<file path="src/rtl/s_exp_bias_pipe_pkg.sv">
// Shared definitions for the exponent bias/saturation pipeline.
//   EXP_W_DEF / BIAS_DEF / SUM_W_DEF : default field widths and bias
//   exp_max()                        : largest biased exponent code for a width
//   EXP_ONES                         : all-ones exponent for the default width
//   flags_t                          : {ovf, unf} status pair carried with a result
package s_exp_bias_pipe_pkg;

    localparam int unsigned EXP_W_DEF = 8;
    localparam int unsigned BIAS_DEF  = 127;
    localparam int unsigned SUM_W_DEF = EXP_W_DEF + 2;

    // All-ones code of a w-bit exponent (reserved: inf/NaN).
    function automatic int unsigned exp_max(input int unsigned w);
        return (32'd1 << w) - 32'd1;
    endfunction

    localparam int unsigned EXP_ONES = exp_max(EXP_W_DEF);

    typedef struct packed {
        logic ovf;
        logic unf;
    } flags_t;

    localparam int unsigned FLAGS_W = $bits(flags_t);

endpackage

</file>
<file path="src/rtl/s_exp_bias_pipe_if.sv">
// Handshake bundle for s_exp_bias_pipe.
//   input channel : in_valid_i, in_ready_o, sum_i, norm_inc_i
//   output channel: out_valid_o, out_ready_i, exp_o, ovf_o, unf_o
// Signal suffixes are relative to the pipeline; the pipeline uses 'slave',
// the surrounding producer/consumer uses 'master'.
interface s_exp_bias_pipe_if
    import s_exp_bias_pipe_pkg::*;
#(
    parameter int unsigned W_EXP = EXP_W_DEF,
    parameter int unsigned W_SUM = SUM_W_DEF
);

    logic             in_valid_i;
    logic             in_ready_o;
    logic [W_SUM-1:0] sum_i;
    logic             norm_inc_i;
    logic             out_valid_o;
    logic             out_ready_i;
    logic [W_EXP-1:0] exp_o;
    logic             ovf_o;
    logic             unf_o;

    modport master (
        output in_valid_i, sum_i, norm_inc_i, out_ready_i,
        input  in_ready_o, out_valid_o, exp_o, ovf_o, unf_o
    );

    modport slave (
        input  in_valid_i, sum_i, norm_inc_i, out_ready_i,
        output in_ready_o, out_valid_o, exp_o, ovf_o, unf_o
    );

endinterface

</file>
<file path="src/rtl/s_pipe_reg.sv">
// Generic valid/ready register slice, full throughput.
//   clk, rst               : clock, synchronous active-high reset
//   in_valid_i/in_ready_o  : upstream handshake (in_ready_o is combinational)
//   data_i                 : upstream payload, W bits
//   out_valid_o/out_ready_i: downstream handshake
//   data_o                 : registered payload
module s_pipe_reg #(
    parameter int unsigned W = 8
) (
    input  logic         clk,
    input  logic         rst,
    input  logic         in_valid_i,
    output logic         in_ready_o,
    input  logic [W-1:0] data_i,
    output logic         out_valid_o,
    input  logic         out_ready_i,
    output logic [W-1:0] data_o
);

    logic         valid_q;
    logic         valid_d;
    logic [W-1:0] data_q;
    logic [W-1:0] data_d;
    logic         load;

    // Accept when empty or when the held item leaves this cycle.
    always_comb begin
        in_ready_o = ~valid_q | out_ready_i;
        load       = in_valid_i & in_ready_o;
        valid_d    = valid_q;
        data_d     = data_q;
        if (load) begin
            valid_d = 1'b1;
            data_d  = data_i;
        end else if (out_ready_i) begin
            valid_d = 1'b0;
        end
    end

    always_ff @(posedge clk) begin
        if (rst) begin
            valid_q <= 1'b0;
            data_q  <= '0;
        end else begin
            valid_q <= valid_d;
            data_q  <= data_d;
        end
    end

    assign out_valid_o = valid_q;
    assign data_o      = data_q;

endmodule

</file>
<file path="src/rtl/s_exp_bias_pipe.sv">
// Exponent bias removal and saturation, 2-stage valid/ready pipeline.
//   clk, rst     : clock, synchronous active-high reset
//   bus (slave)  : sum_i/norm_inc_i in, exp_o/ovf_o/unf_o out, valid/ready both sides
//   clr_i        : clears the sticky flags
//   ovf_sticky_o : set by any transferred overflow result until cleared
//   unf_sticky_o : set by any transferred underflow result until cleared
// Stage 1 holds the signed unbiased exponent; stage 2 holds the saturated
// result and its flags.
module s_exp_bias_pipe
    import s_exp_bias_pipe_pkg::*;
#(
    parameter int unsigned W_EXP = EXP_W_DEF,
    parameter int unsigned BIAS  = BIAS_DEF,
    parameter int unsigned W_SUM = SUM_W_DEF
) (
    input  logic                 clk,
    input  logic                 rst,
    s_exp_bias_pipe_if.slave     bus,
    input  logic                 clr_i,
    output logic                 ovf_sticky_o,
    output logic                 unf_sticky_o
);

    // Two extra bits: one for the +1 carry, one for the sign after -BIAS.
    localparam int unsigned W_E     = W_SUM + 2;
    localparam int unsigned W_S2    = W_EXP + FLAGS_W;
    localparam int unsigned EXP_TOP = exp_max(W_EXP);

    logic [W_E-1:0]   e_c;
    logic             s1_in_ready;
    logic             s1_valid;
    logic [W_E-1:0]   s1_data;
    logic             s2_in_ready;
    logic             s2_valid;
    logic [W_S2-1:0]  s2_in_c;
    logic [W_S2-1:0]  s2_data;
    logic [W_EXP-1:0] sat_exp_c;
    flags_t           sat_flags_c;
    flags_t           out_flags;
    logic             out_xfer;
    logic             ovf_sticky_q;
    logic             ovf_sticky_d;
    logic             unf_sticky_q;
    logic             unf_sticky_d;

    // Unbiased exponent; two's complement in W_E bits cannot wrap.
    assign e_c = W_E'(bus.sum_i) + W_E'(bus.norm_inc_i) - W_E'(BIAS);

    s_pipe_reg #(.W(W_E)) u_s1 (
        .clk         (clk),
        .rst         (rst),
        .in_valid_i  (bus.in_valid_i),
        .in_ready_o  (s1_in_ready),
        .data_i      (e_c),
        .out_valid_o (s1_valid),
        .out_ready_i (s2_in_ready),
        .data_o      (s1_data)
    );

    // Saturate: the all-ones code is reserved, so reaching it is overflow.
    always_comb begin
        sat_exp_c   = '0;
        sat_flags_c = '0;
        if (!s1_data[W_E-1] && (s1_data >= W_E'(EXP_TOP))) begin
            sat_exp_c       = '1;
            sat_flags_c.ovf = 1'b1;
        end else if (s1_data[W_E-1] || (s1_data == '0)) begin
            sat_flags_c.unf = 1'b1;
        end else begin
            sat_exp_c = s1_data[W_EXP-1:0];
        end
        s2_in_c = {sat_exp_c, sat_flags_c};
    end

    s_pipe_reg #(.W(W_S2)) u_s2 (
        .clk         (clk),
        .rst         (rst),
        .in_valid_i  (s1_valid),
        .in_ready_o  (s2_in_ready),
        .data_i      (s2_in_c),
        .out_valid_o (s2_valid),
        .out_ready_i (bus.out_ready_i),
        .data_o      (s2_data)
    );

    // Handshakes are masked during reset so nothing transfers in that cycle.
    assign bus.in_ready_o  = s1_in_ready & ~rst;
    assign bus.out_valid_o = s2_valid & ~rst;
    assign bus.exp_o       = s2_data[W_S2-1 -: W_EXP];
    assign out_flags       = flags_t'(s2_data[FLAGS_W-1:0]);
    assign bus.ovf_o       = out_flags.ovf;
    assign bus.unf_o       = out_flags.unf;
    assign out_xfer        = bus.out_valid_o & bus.out_ready_i;

    // Sticky status: a flag leaving this cycle beats a simultaneous clear.
    always_comb begin
        ovf_sticky_d = ovf_sticky_q;
        unf_sticky_d = unf_sticky_q;
        if (clr_i) begin
            ovf_sticky_d = 1'b0;
            unf_sticky_d = 1'b0;
        end
        if (out_xfer && out_flags.ovf) begin
            ovf_sticky_d = 1'b1;
        end
        if (out_xfer && out_flags.unf) begin
            unf_sticky_d = 1'b1;
        end
    end

    always_ff @(posedge clk) begin
        if (rst) begin
            ovf_sticky_q <= 1'b0;
            unf_sticky_q <= 1'b0;
        end else begin
            ovf_sticky_q <= ovf_sticky_d;
            unf_sticky_q <= unf_sticky_d;
        end
    end

    assign ovf_sticky_o = ovf_sticky_q;
    assign unf_sticky_o = unf_sticky_q;

endmodule

</file>
<file path="src/flat_wrapper.sv">
// flat-port wrapper written by rule: the top's interface ports become plain ports
module s_exp_bias_pipe_flat import s_exp_bias_pipe_pkg::*;
#(
    parameter int unsigned W_EXP = EXP_W_DEF,
    parameter int unsigned BIAS  = BIAS_DEF,
    parameter int unsigned W_SUM = SUM_W_DEF
)
  (clk, rst, clr_i, ovf_sticky_o, unf_sticky_o, bus_in_valid_i, bus_sum_i, bus_norm_inc_i, bus_out_ready_i, bus_in_ready_o, bus_out_valid_o, bus_exp_o, bus_ovf_o, bus_unf_o);
  s_exp_bias_pipe_if #(.W_EXP(W_EXP), .W_SUM(W_SUM)) bus_i ();
  input  logic clk;
  input  logic rst;
  input  logic clr_i;
  output logic ovf_sticky_o;
  output logic unf_sticky_o;
  input wire logic [$bits(bus_i.in_valid_i)-1:0] bus_in_valid_i;
  input wire logic [$bits(bus_i.sum_i)-1:0] bus_sum_i;
  input wire logic [$bits(bus_i.norm_inc_i)-1:0] bus_norm_inc_i;
  input wire logic [$bits(bus_i.out_ready_i)-1:0] bus_out_ready_i;
  output wire logic [$bits(bus_i.in_ready_o)-1:0] bus_in_ready_o;
  output wire logic [$bits(bus_i.out_valid_o)-1:0] bus_out_valid_o;
  output wire logic [$bits(bus_i.exp_o)-1:0] bus_exp_o;
  output wire logic [$bits(bus_i.ovf_o)-1:0] bus_ovf_o;
  output wire logic [$bits(bus_i.unf_o)-1:0] bus_unf_o;
  assign bus_i.in_valid_i = bus_in_valid_i;
  assign bus_i.sum_i = bus_sum_i;
  assign bus_i.norm_inc_i = bus_norm_inc_i;
  assign bus_i.out_ready_i = bus_out_ready_i;
  assign bus_in_ready_o = bus_i.in_ready_o;
  assign bus_out_valid_o = bus_i.out_valid_o;
  assign bus_exp_o = bus_i.exp_o;
  assign bus_ovf_o = bus_i.ovf_o;
  assign bus_unf_o = bus_i.unf_o;
  s_exp_bias_pipe #(.W_EXP(W_EXP), .BIAS(BIAS), .W_SUM(W_SUM)) u_core (.clk(clk), .rst(rst), .bus(bus_i), .clr_i(clr_i), .ovf_sticky_o(ovf_sticky_o), .unf_sticky_o(unf_sticky_o));
endmodule
</file>
<file path="config.mk">
export PLATFORM = sky130hd
export DESIGN_NAME = s_exp_bias_pipe_flat
export DESIGN_NICKNAME = d
export VERILOG_FILES = /design/src/rtl/s_exp_bias_pipe_pkg.sv /design/src/rtl/s_exp_bias_pipe_if.sv /design/src/rtl/s_pipe_reg.sv /design/src/rtl/s_exp_bias_pipe.sv /design/src/flat_wrapper.sv
export SDC_FILE = /design/constraint.sdc
export NUM_CORES = 1
export LEC_CHECK = 0
export ABC_AREA = 1
export CAP_MARGIN = 20
export CORE_MARGIN = 3
export CORE_UTILIZATION = 58
export CTS_BUF_LIST = sky130_fd_sc_hd__clkbuf_8
export DETAILED_ROUTE_END_ITERATION = 12
export MAX_ROUTING_LAYER = met4
export PLACE_DENSITY = 0.9
export RECOVER_POWER = 100
export SETUP_SLACK_MARGIN = 0.1
export SLEW_MARGIN = 20
export SYNTH_ARGS = -nofsm -noshare
export SYNTH_HDL_FRONTEND = slang
export SYNTH_SLANG_ARGS = --single-unit
</file>
<file path="constraint.sdc">
create_clock -name clk -period 4.55 [get_ports clk]
set_input_delay 0.91 -clock clk [delete_from_list [all_inputs] [get_ports clk]]
set_output_delay 0.91 -clock clk [all_outputs]
set_load 0.005 [all_outputs]
</file>
==> metrics.md <==
| Metric | Value |
|---|---|
| GRT Overall Usage | 21.0% |
| Min-delay src | u_core.ovf_sticky_o |
| Util after Layout | 74.2% |
| Largest net degree at the start of global routing | 23 |
| Post-CTS setup buffers | 0 |
| PwrDens | 260 nW/um2 |
| Worst hold path depth | 2 |
| Hold Path End | u_core.ovf_sticky_o |
| Worst hold path class | register to register |
| Die width | 57.9 um |
| Status | complete, no violations |
| Peak supply drop | 190 uV |
| Top post-synthesis cells by area | dfxtp_1 33%, nand2_1 11%, inv_1 7.2%, a21oi_1 6.4%, nor2_1 5.3% |
| Worst R2R Setup Slack | 2.88 ns |
| Ys async rst share | 0% |
| Synth Register Bits | 26 |
| Final setup viols | 0 |
| Post-synthesis sequential area ratio | 33.3% |
| Gpl congestion | 0.740 |
| I/O Pins | 30 |
| Top-area cell type share of the netlist area | 33.3% |
| Max Slew Vio Count | 0 |
| Ys Warns | 0 |
| Num rows | 18 |
| Final min period | 3.45 ns |
| Final Cycle Share | 75.8% |
| Drt pass-1 iters | 4 |
| Slew @ Worst Pin | 0.513 ns |
| Core footprint | 2520 um2 |
| Final hold violations | 0 |
| Via/cell ratio | 5.45 |
| WL/cell | 11.0 um |
| Inserted Diodes | 0 |
| Post-synth EDFFs | 0 |
| Die area | 3350 um2 |
| CTS Sinks | 26 |
| Max Cap Viol | 0 |
| CP Max Fanout | 22 |
| CTS Buffer Depth | 2 |
| Chip Height | 57.9 um |
| Synth unique cells | 31 |
| CTS tree | done |
| Highest Clock Rate | 290 MHz |
| Worst r2r src | u_core.u_s2.out_valid_o |
| Initial antenna violation count | 0 |
| Biggest area consumer among synthesized cells | dfxtp_1 |
| DRC | 0 |
| Hold_buf cts | 0 |
| Mapped Avg Cell Area | 6.98 um2 |
| Via Count | 1536 |
| Post-Synthesis Cells | 224 |
| Final HPWL DP | 2470 um |
| Worst-Skew Late Latency | 0.26 ns |
| Req. time, crit path | 3.64 ns |
| Relative slew slack | 65.6% |
| Capture point of the worst reg-to-reg path | u_core.u_s2.data_o[0] |
| Crit Path Category | input port to primary output |
| Gr ovfl total | 0 |
| PortBufs | 29 |
| Vias in the first global route | 1402 |
| CP Capture Type | primary output |
| Clock H-tree levels | 1 |
| Arrival time at the worst endpoint | 2.54 ns |
| Num CTS Buffers | 3 |
| Final net count | 274 |
| Iter 0 DRT Violations | 44 |
| CTS Root Buffer Type | clkbuf_8 |
| Setup crit start kind | input port |
| Most frequent cells after synthesis | 47 x nand2_1, 30 x inv_1, 26 x dfxtp_1, 22 x nor2_1, 20 x a21oi_1 |
| Synthesized Nets | 244 |
| First-pass GRT wire length | 5510 um |
| Post_cts resized | 0 |
| Final setup TNS | 0 ns |
| RSZ-0062 raised after global routing | false |
| Layout cells sized above 1 | 7.94% |
| Top FF cell, synth | dfxtp_1 |
| Top-count cell post-synth | nand2_1 |
| Initial core utilization | 62.0% |
| Worst Clk Skew | 0.00380 ns |
| Syn Std Cell Area | 1560 um2 |
| Clk slew on worst S/H paths | 0.08 ns |
| Syn-to-layout area delta | 19.7% |
| Reg2Reg Depth | 6 |
| Drt total wl | 3090 um |
| Leakage Power | 0.870 nW |
| Antenna viol nets, final | 0 |
-- placed cells by master, fill, tap and decap left out --
master	instances
nand3_4	1
xor2_1	3
a21oi_1	21
nand3b_1	1
ha_1	4
inv_2	2
a21oi_2	1
o21ai_1	2
a22oi_1	6
inv_1	30
clkbuf_8	3
clkdlybuf4s50_1	12
nand2_1	49
nor3_1	1
buf_4	1
nor2_2	1
nand2_2	5
xnor2_1	2
dlygate4sd3_1	17
o21bai_1	2
o21ai_0	10
o211ai_1	1
nand4_1	5
nor4_1	2
a31oi_1	1
nor2_4	1
nand4_2	1
nor2_1	26
dfxtp_1	26
nand3_1	11
nand3_2	4
-- worst max-delay path, cell delays in order --
cell and delay (ns):
dlygate4sd3_1 0.52, buf_4 0.24, inv_1 0.16, nand2_1 0.10, inv_1 0.04, dlygate4sd3_1 0.56
-- layer usage --
metal / track usage [%] / share of wire (%) / up-vias
met5: - / 0 / -
met2: 40.8 / 53 / 60
met3: 2.00 / 4.6 / 9
met1: 21.7 / 41 / 678
met4: 7.28 / 2.1 / 0
li1: - / - / 789
-- metrics by stage --
| step | hold slack, ns | cell area [um2] | total power, W | setup WS, ns | instances |
|---|---|---|---|---|---|
| floorplan | 0.460 | 1560 | 0.000331 | 2.25 | 224 |
| detailed placement | 0.456 | 1870 | 0.000377 | 1.32 | 279 |
| finish | 0.463 | 1870 | 0.000487 | 1.10 | 282 |
| global route | 0.495 | 1870 | 0.000515 | 1.03 | 282 |
| global placement | 0.457 | 1870 | 0.000373 | 1.35 | 279 |
| CTS | 0.467 | 1910 | 0.000495 | 1.31 | 282 |
-- worst max-delay path by stage --
stage              startpoint               endpoint  slack, ns  cells after the start
6_report                  rst         bus_in_ready_o       1.10                      6
5_1_grt                   rst         bus_in_ready_o       1.03                      6
4_1_cts                   rst         bus_in_ready_o       1.31                      6
3_5_place_dp              rst         bus_in_ready_o       1.32                      6
3_3_place_gp              rst         bus_in_ready_o       1.35                      6
2_1_floorplan  bus_norm_inc_i  u_core.u_s1.data_o[8]       2.25                     12
-- sequential cells by signal, summed over array words and instances, names as in the netlist --
name / flops
u_core.u_s1.data_o: 12
u_core.u_s2.data_o: 10
u_core.ovf_sticky_o: 1
u_core.u_s1.out_valid_o: 1
u_core.u_s2.out_valid_o: 1
u_core.unf_sticky_o: 1
-- final cells by class --
type,count,area (um2)
clock buffers,3,41.3
fillers,212,652
multi-input cells,161,853
well taps,30,37.5
repair buffers,30,298
inverters,32,120
flip-flops and latches,26,520
-- where the power goes --
part | switching [W] | internal [W] | total [W] | leakage (nW)
combinational | 0.0000593 | 0.0000498 | 0.000109 | 0.634
sequential | 0.0000122 | 0.000244 | 0.000256 | 0.214
clock | 0.0000620 | 0.0000591 | 0.000121 | 0.0216
-- kinds of logic (layout without fill, tap and decap cells) --
group	after synthesis	in the layout	synth area share, %
buf+inv	37	65	9.61
flops	26	26	33.3
xor+xnor	5	5	2.80
simple gates	108	108	35.0
fa+ha+maj	4	4	3.20
compound gates	44	44	16.1
(Power assumes the default switching activity.)
